===== config.mk =====
export PLATFORM = sky130hd
export DESIGN_NAME = match_controller
export DESIGN_NICKNAME = d
export VERILOG_FILES = /design/src/rtl/match_pkg.sv /design/src/rtl/match_controller_second_ticker.sv /design/src/rtl/match_controller.sv
export SDC_FILE = /design/constraint.sdc
export NUM_CORES = 1
export LEC_CHECK = 0
export ABC_AREA = 1
export ABC_CLOCK_PERIOD_IN_PS = 1930
export BUFFER_PORTS_ARGS = -buffer_cell sky130_fd_sc_hd__buf_4
export CORE_MARGIN = 3
export CORE_UTILIZATION = 50
export CTS_CLUSTER_DIAMETER = 200
export DETAILED_ROUTE_END_ITERATION = 6
export GPL_TIMING_DRIVEN = 0
export PLACE_DENSITY = 0.74
export REMOVE_ABC_BUFFERS = 1
export SLEW_MARGIN = 20
export SYNTH_ARGS = -nofsm -noshare
export SYNTH_HDL_FRONTEND = slang
export SYNTH_SLANG_ARGS = --single-unit

===== constraint.sdc =====
create_clock -name Clk -period 1.93 [get_ports Clk]
set_input_delay 0.193 -clock Clk [delete_from_list [all_inputs] [get_ports Clk]]
set_output_delay 0.193 -clock Clk [all_outputs]
set_load 0.02 [all_outputs]

===== src/rtl/match_pkg.sv =====
// match_pkg: phase encoding, winner codes and kickoff-side codes shared by the match sequencer
package match_pkg;
   typedef enum logic [2:0] {
      IDLE       = 3'd0,
      KICKOFF    = 3'd1,
      PLAY       = 3'd2,
      GOAL_PAUSE = 3'd3,
      HALFTIME   = 3'd4,
      FULLTIME   = 3'd5
   } phase_t;
   localparam logic [1:0] WIN_NONE = 2'b00;
   localparam logic [1:0] WIN_T1   = 2'b01;
   localparam logic [1:0] WIN_T2   = 2'b10;
   localparam logic [1:0] WIN_DRAW = 2'b11;
   localparam logic KICK_T1 = 1'b0;
   localparam logic KICK_T2 = 1'b1;
   function automatic logic [1:0] winner_of(input logic [7:0] s1, input logic [7:0] s2);
      return s1 > s2 ? WIN_T1 : s1 < s2 ? WIN_T2 : WIN_DRAW;
   endfunction
endpackage


===== src/rtl/match_controller_second_ticker.sv =====
// second_ticker: one-cycle tick every CLK_HZ cycles, restartable so phases last whole seconds
module second_ticker #(
   parameter int CLK_HZ = 50000000
) (
   input  logic Clk,
   input  logic Reset,
   input  logic clear,
   output logic tick
);
   localparam int W = $clog2(CLK_HZ);
   logic [W-1:0] cnt_q;
   assign tick = cnt_q == W'(CLK_HZ - 1);
   // prescaler wraps at CLK_HZ-1 and restarts from zero whenever the phase changes
   always_ff @(posedge Clk) begin
      if (Reset || clear || tick) cnt_q <= '0;
      else cnt_q <= cnt_q + 1'b1;
   end
endmodule


===== src/rtl/match_controller.sv =====
// match_controller: match sequencer driving kickoff, halves, goal pauses, mercy stop and full time
module match_controller
   import match_pkg::*;
#(
   parameter int CLK_HZ             = 50000000,
   parameter int HALF_SECONDS       = 90,
   parameter int KICKOFF_SECONDS    = 3,
   parameter int GOAL_PAUSE_SECONDS = 2,
   parameter int WIN_GOALS          = 5
) (
   input  logic       Clk,
   input  logic       Reset,
   input  logic       start,
   input  logic       goal1,
   input  logic       goal2,
   input  logic [7:0] score1,
   input  logic [7:0] score2,
   output logic       freeze,
   output logic       resetfieldsig,
   output logic       score_clear,
   output logic [2:0] phase,
   output logic       half,
   output logic [6:0] time_left,
   output logic       kickoff_side,
   output logic       match_over,
   output logic [1:0] winner
);
   phase_t     state_q, state_d;
   logic       half_q, half_d;
   logic [6:0] time_q, time_d;
   logic       kick_q, kick_d;
   logic [1:0] win_q, win_d;
   logic [7:0] sec_q, sec_d;
   logic       tick, clear;
   second_ticker #(.CLK_HZ(CLK_HZ)) u_ticker (
      .Clk  (Clk),
      .Reset(Reset),
      .clear(clear),
      .tick (tick)
   );
   assign phase         = state_q;
   assign half          = half_q;
   assign time_left     = time_q;
   assign kickoff_side  = kick_q;
   assign winner        = win_q;
   assign freeze        = state_q != PLAY;
   assign resetfieldsig = state_q == KICKOFF;
   assign match_over    = state_q == FULLTIME;
   assign score_clear   = start && (state_q == IDLE || state_q == FULLTIME);
   // next phase and match registers; sec counts whole seconds spent in the current phase
   always_comb begin
      state_d = state_q;
      half_d  = half_q;
      time_d  = time_q;
      kick_d  = kick_q;
      win_d   = win_q;
      sec_d   = tick ? sec_q + 8'd1 : sec_q;
      case (state_q)
         IDLE, FULLTIME: if (start) begin
            state_d = KICKOFF;
            half_d  = 1'b0;
            time_d  = 7'(HALF_SECONDS);
            kick_d  = KICK_T1;
            win_d   = WIN_NONE;
         end
         KICKOFF: if (tick && sec_q == 8'(KICKOFF_SECONDS - 1)) state_d = PLAY;
         PLAY: if (goal1 || goal2) begin
            state_d = GOAL_PAUSE;
            kick_d  = goal1 ? KICK_T2 : KICK_T1;
         end else if (tick && time_q != 7'd0) begin
            time_d = time_q - 7'd1;
            if (time_q == 7'd1) begin
               state_d = half_q ? FULLTIME : HALFTIME;
               win_d   = half_q ? winner_of(score1, score2) : win_q;
            end
         end
         GOAL_PAUSE: if (tick && sec_q == 8'(GOAL_PAUSE_SECONDS - 1)) begin
            if (score1 >= 8'(WIN_GOALS) || score2 >= 8'(WIN_GOALS)) begin
               state_d = FULLTIME;
               win_d   = winner_of(score1, score2);
            end else state_d = KICKOFF;
         end
         HALFTIME: if (start) begin
            state_d = KICKOFF;
            half_d  = 1'b1;
            time_d  = 7'(HALF_SECONDS);
            kick_d  = KICK_T2;
         end
         default: state_d = IDLE;
      endcase
      clear = state_d != state_q;
      if (clear) sec_d = 8'd0;
   end
   // state and match registers
   always_ff @(posedge Clk) begin
      if (Reset) begin
         state_q <= IDLE;
         half_q  <= 1'b0;
         time_q  <= 7'(HALF_SECONDS);
         kick_q  <= KICK_T1;
         win_q   <= WIN_NONE;
         sec_q   <= 8'd0;
      end else begin
         state_q <= state_d;
         half_q  <= half_d;
         time_q  <= time_d;
         kick_q  <= kick_d;
         win_q   <= win_d;
         sec_q   <= sec_d;
      end
   end
endmodule


# --- Word level (Yosys, flattened, before mapping) ---
# Cells that the tools add are included.
# Widths: inputs -> output; s select.
classes:
  bitwise: 0
  shift: 0
  n_reduce_logical: 22
  multipliers: 0
  div: 0
  add_sub_neg: 3
  order_cmp: 4
  mux: 29
  n_eq_ne: 21
ops:
  columns: ["op", "n"]
  rows:
  - ["$add 26x1->26 const B", 1]
  - ["$eq 26x26->1 const B", 1]
  - ["$mux 3", 7]
  - ["$mux 7", 3]
  - ["$ne 2x2->1 const B", 9]
  - ["$ge 8x3->1 const B", 2]
  - ["$mux 2", 8]
  - ["$pmux 7 s2", 1]
  - ["$pmux 3 s4", 1]
  - ["$add 8x1->8 const B", 1]
  - ["$eq 8x1->1 const B", 1]
  - ["$eq 8x2->1 const B", 1]
  - ["$gt 8x8->1", 1]
  - ["$lt 8x8->1", 1]
  - ["$reduce_and 4->1", 2]
  - ["$reduce_and 8->1", 1]
  - ["$eq 7x1->1 const B", 1]
  - ["$reduce_bool 7->1", 1]
  - ["$sub 7x1->7 const B", 1]
  - ["$eq 3x2->1 const B", 2]
  - ["$eq 3x3->1 const B", 2]
  - ["$mux 1", 6]
  - ["$pmux 2 s3", 1]
  - ["$reduce_bool 3->1", 2]
  - ["13 further kinds", 22]
word_totals:
  rom_bits: 0
  n_memories: 0
  ramBits: 0
  ff_bits: 48
  elab_cells: 86
  latch_bits: 0
  inputBits: 21

# --- Logic depth before layout (Yosys ltp) ---
logic_depth:
  depth_word: 8
  ltp_mapped: 17
  depth_no_buf: 15

# --- Modules after synthesis ---
# From an unflattened synthesis, not the netlist that was laid out.
unflattened:
  hier_cells: 465
  hier_area_um2: 3050.4
by_module_without_submodules:
  columns: ["module", "cells_per_inst", "seq_area_each_um2", "n_inst", "area_each_um2"]
  rows:
  - ["match_controller", 245, 440.4, 1, 1596.5]
  - ["second_ticker", 220, 520.5, 1, 1453.9]

# --- Worst setup path before layout ---
# Ideal clock, no wire load.
synth_timing:
  kind: "flip-flop to flip-flop"
  startpoint: "register state_q[2] (netlist: phase[2])"
  endpoint: "register win_q[0] (netlist: winner[0])"
  setup_slack_ns: -0.182
  path_stages_with_launch: 10
  arrival_time_ns: 1.992
  n_path_buf: 0
  synth_period_minus_slack_ns: 2.112
  path_cell_list: "dfxtp_1 inv_1 nor2_1 a21oi_1 nor2_1 o22ai_1 nor2_1 nand3_1 o21ai_0 a21oi_1"
synth_between:
  elab_chain_cells: 4
  elab_cells_between_ends: 15
  classes_between: "eq/ne (10); mux (1); reduce/logical (4)"
synth_rtl:
  columns: ["element", "line_no", "text"]
  rows:
  - ["start, declared", "match_controller.sv:28", "phase_t state_q, state_d;"]
  - ["start signal, assigned", "match_controller.sv:104", "state_q <= state_d;"]
  - ["$eq 3x3->1 (*)", null, null]
  - ["net match_over", "match_controller.sv:25", "output logic match_over,"]
  - ["$reduce_or 2->1 (*)", "match_controller.sv:58", "case (state_q)"]
  - ["$ne 2x2->1 (no line) or $reduce_bool 3->1 (tied branches)", null, null]
  - ["$reduce_and 8->1 (no line)", null, null]
  - ["end signal, assigned", "match_controller.sv:108", "win_q <= win_d;"]
  - ["end, declared", "match_controller.sv:32", "logic [1:0] win_q, win_d;"]
# Mark *: on every way through the listed nets, which the timed path passes. The rest lies on a longest branch.
# A chain may end at the register's enable or synchronous reset.

# --- Worst setup path after layout ---
layout_timing:
  startpoint: "register u_ticker.cnt_q[24]"
  endpoint: "register u_ticker.cnt_q[18]"
layout_between:
  elab_chain_cells: 8
  elab_cells_between_ends: 12
  classes_between: "eq/ne (2); mux (5); reduce/logical (5)"
layout_rtl:
  columns: ["element", "line_no", "text"]
  rows:
  - ["start, declared", "match_controller_second_ticker.sv:11", "logic [W-1:0] cnt_q;"]
  - ["start signal, assigned", "match_controller_second_ticker.sv:16", "else cnt_q <= cnt_q + 1'b1;"]
  - ["$eq 26x26->1 (*)", "match_controller_second_ticker.sv:12", "assign tick = cnt_q == W'(CLK_HZ - 1);"]
  - ["$logic_and 1x1->1", "match_controller.sv:70", "end else if (tick && time_q != 7'd0) begin"]
  - ["$mux 3", "match_controller.sv:70", null]
  - ["$mux 3", "match_controller.sv:67", "PLAY: if (goal1 || goal2) begin"]
  - ["$pmux 3 s4", "match_controller.sv:58", null]
  - ["$ne 3x3->1", "match_controller.sv:91", "clear = state_d != state_q;"]
  - ["$logic_or 1x1->1", "match_controller_second_ticker.sv:15", "if (Reset || clear || tick) cnt_q <= '0;"]
  - ["$logic_or 1x1->1 (*)", "match_controller_second_ticker.sv:15", null]
# Mark *: on every way between the ends. The rest lies on a longest branch, timed or not.

==> out/results.ini <==
[grt]
grt-ovfl-total = 0
grt_usage = 0.191
grt_pass1_vias = 2623
grt_max_degree = 15
antenna_found_initial = 0
grt_pass1_wl_um = 11400

[routing]
vias = 2831
wl_per_cell_um = 12.8
vias_per_cell = 5.05
ant_nets = 0
drc_errors = 0
firstDrtPassIters = 4
routed_wl_um = 7180
first_iter_violations = 104

[floorplan]
rows = 28
die_h_um = 84.9
die_x_um = 84.9
io_pins = 39
die_area_um2 = 7210
core_um2 = 5990
start_util = 0.520

[worst_setup_path]
crit_chain = inv_1 -> nand2_1 -> nor2_2 -> nand3_4 -> nor2_4 -> nand2_2 -> a21oi_4 -> nand2_1 -> nand2_2 -> nand2_2 -> nor2_4 -> nand3_4 -> buf_12 -> nor2_4
crit_family = simple AND/OR/NAND/NOR gates
reg2reg_from = u_ticker.cnt_q[24]$_SDFF_PP0_
crit_buf_inv = 2
cp-end-kind = flip-flop
critPathSlowestCell = dfxtp_1
crit_path_start = u_ticker.cnt_q[24]$_SDFF_PP0_
path_max_fanout = 8
timing.critical_path.arrival_ns = 2.41
critical_path_class = flip-flop to flip-flop
max_stage_delay_ns = 0.34
critPathRequiredTime_ns = 2.17
start_kind = flip-flop

[run_status]
failed_checks = setup timing
run_status = complete, but fails checks

[place]
dp_hpwl_um = 4550
io_buffers = 38
post-place-ws_ns = -0.726
gp_congestion = 0.849

[sta]
finalHoldViolCount = 0
setup_ws_ns = -0.246
finalClockSkew_ns = 0.00417
setup_violations = 37
fmax_mhz = 460
tightest_slew_ns = 0.385
slew_headroom = 0.743
period_share = 1.13
grt_setup_unrepaired = yes
fin_crit_ns = 2.18
holdWs_ns = 0.117
final_max_slew_viol_count = 0

[power]
p_comb_frac = 0.168
peakVddDrop_uv = 302
internal_power_w = 0.00154
swShare = 0.266
p_seq_frac = 0.485
p_clk_frac = 0.347
power_w = 0.00209
power.leakage_nw = 1.53
power.switching_w = 0.000556
powerDensity_nw_per_um2 = 524

[clock_tree]
clkLatencyLatePin_ns = 0.30
path_clk_slew_ns = 0.09
cts_tree = built
cts.sinks = 48
cts_buffer_depth = 2
hold_buffers = 0
htree_levels = 2
root_buffer = clkbuf_8
numCtsBuffers = 5

[layout]
syn2layout_area_growth_pct = 28.5
drive_above_1_share = 0.342
nets = 521
nFillCells = 497
antennaDiodeCount = 0

[run]
cap_violations = 0

[synthesis]
synthCells = 422
ys.flop_type = dfxtp_1
syn_area_um2 = 3110
synth_top_area_share = 0.309
synth.most_common_cell = nand2_1
yosys-top-cells-count = nand2_1, nor2_1, inv_1, dfxtp_1, nor2_4
synth-seq-cells = 48
yosys_warnings = 0
ys_async_sr_fraction = 0
synth_edf_count = 0
synth_cell_type_count = 32
synth_area_leader_cell = dfxtp_1
ys_seq_area_frac = 0.309
synthTopCellsByArea = dfxtp_1, nand2_1, nor2_4, nor2_1, inv_1
postSynthAreaPerCell_um2 = 7.38

[min_path]
min_path_type = primary input to flip-flop
worstHoldStart = Reset

-- per-layer routing --
| layer | wire length, um | track usage | up-vias |
|---|---|---|---|
| met5 | 0 | 0 | - |
| met1 | 3120 | 0.243 | 1282 |
| met2 | 3520 | 0.329 | 85 |
| li1 | - | - | 1449 |
| met4 | 124 | 0.0633 | 0 |
| met3 | 418 | 0.0330 | 15 |
-- timing repair --
action,CTS,global route
pin swaps,11,11
resized for setup,37,33
buffers inserted,15,6
endpoints found under the hold margin,0,0
setup endpoints to repair,41,41
gates cloned,1,1
-- worst register-to-register path: stages, from the launching register on --
cell and delay, ns:
dfxtp_1 0.34, inv_1 0.07, nand2_1 0.07, nor2_2 0.18, nand3_4 0.11, nor2_4 0.27
nand2_2 0.10, a21oi_4 0.16, nand2_1 0.08, nand2_2 0.08, nand2_2 0.06, nor2_4 0.19
nand3_4 0.14, buf_12 0.18, nor2_4 0.08
-- final cells by class --
| class | instances | area, um2 | area share |
|---|---|---|---|
| multi-input combinational | 307 | 2050 | 0.512 |
| sequential | 48 | 987 | 0.247 |
| timing repair buffer | 60 | 520 | 0.130 |
| inverter | 63 | 244 | 0.0610 |
| tap | 75 | 93.8 | 0.0235 |
| clock buffer | 6 | 72.6 | 0.0181 |
| clock inverter | 2 | 35.0 | 0.00876 |
-- path summary, 6_finish.rpt --
| path | to | slack (ns) | cells past startpoint |
|---|---|---|---|
| setup / recovery | u_ticker.cnt_q[18]$_SDFF_PP0_ | -0.25 | 14 |
| hold / removal | phase[2]$_SDFF_PP0_ | 0.12 | 2 |
| setup reg to reg | u_ticker.cnt_q[18]$_SDFF_PP0_ | -0.25 | 14 |
| hold reg to reg | winner[0]$_SDFFE_PP0P_ | 0.47 | 2 |
-- logic make-up after synthesis --
kind of cell | Yosys count | synth area share
AO/OA/AOI/OAI | 31 | 0.0559
XOR/XNOR | 32 | 0.0900
adder cells (fa/ha/maj) | 15 | 0.0603
buffers and inverters | 68 | 0.0957
flip-flops | 48 | 0.309
AND/OR/NAND/NOR | 228 | 0.389
-- per-stage QoR --
stage	std cells	instance area [um2]	util	setup TNS [ns]
after global placement	530	3430	0.573	-17.81
after floorplan	417	3050	-	-10.66
final	561	4000	0.668	-6.37
after global routing	561	4000	0.668	-11.69
after CTS	554	3800	0.635	-2.54
after detailed placement	530	3430	0.573	-19.98
-- state kept, by name, summed over array words and instances, names as in the netlist --
register        count
u_ticker.cnt_q     26
sec_q               8
time_left           7
kickoff_side        1
half                1
winner              2
phase               3
-- cell usage in the layout (no fill, tap or decap), types with 3 or more instances in the layout --
cell type   n
a21oi_1    19
buf_12      3
buf_4      52
buf_6       4
clkbuf_8    5
dfxtp_1    31
dfxtp_2    15
ha_1       14
inv_1      55
inv_2       6
nand2_1    70
nand2_2    14
nand3_1    16
nand3_2     4
nand3_4     4
nand4_1    10
nor2_1     47
nor2_2     11
nor2_4     32
nor3_1      7
nor3_2      3
nor3b_1     7
o21ai_0     7
xnor2_1    13
xor2_1     19
-- power groups by stage --
stage               sequential, W  clock [W]  combinational [W]
finish                    0.00102   0.000726           0.000353
CTS                       0.00102   0.000740           0.000311
global placement          0.00104          0           0.000249
detailed placement        0.00104          0           0.000254
global route              0.00102   0.000782           0.000386
floorplan                 0.00105          0           0.000154
Note: power is estimated with default switching activity, not from simulation.
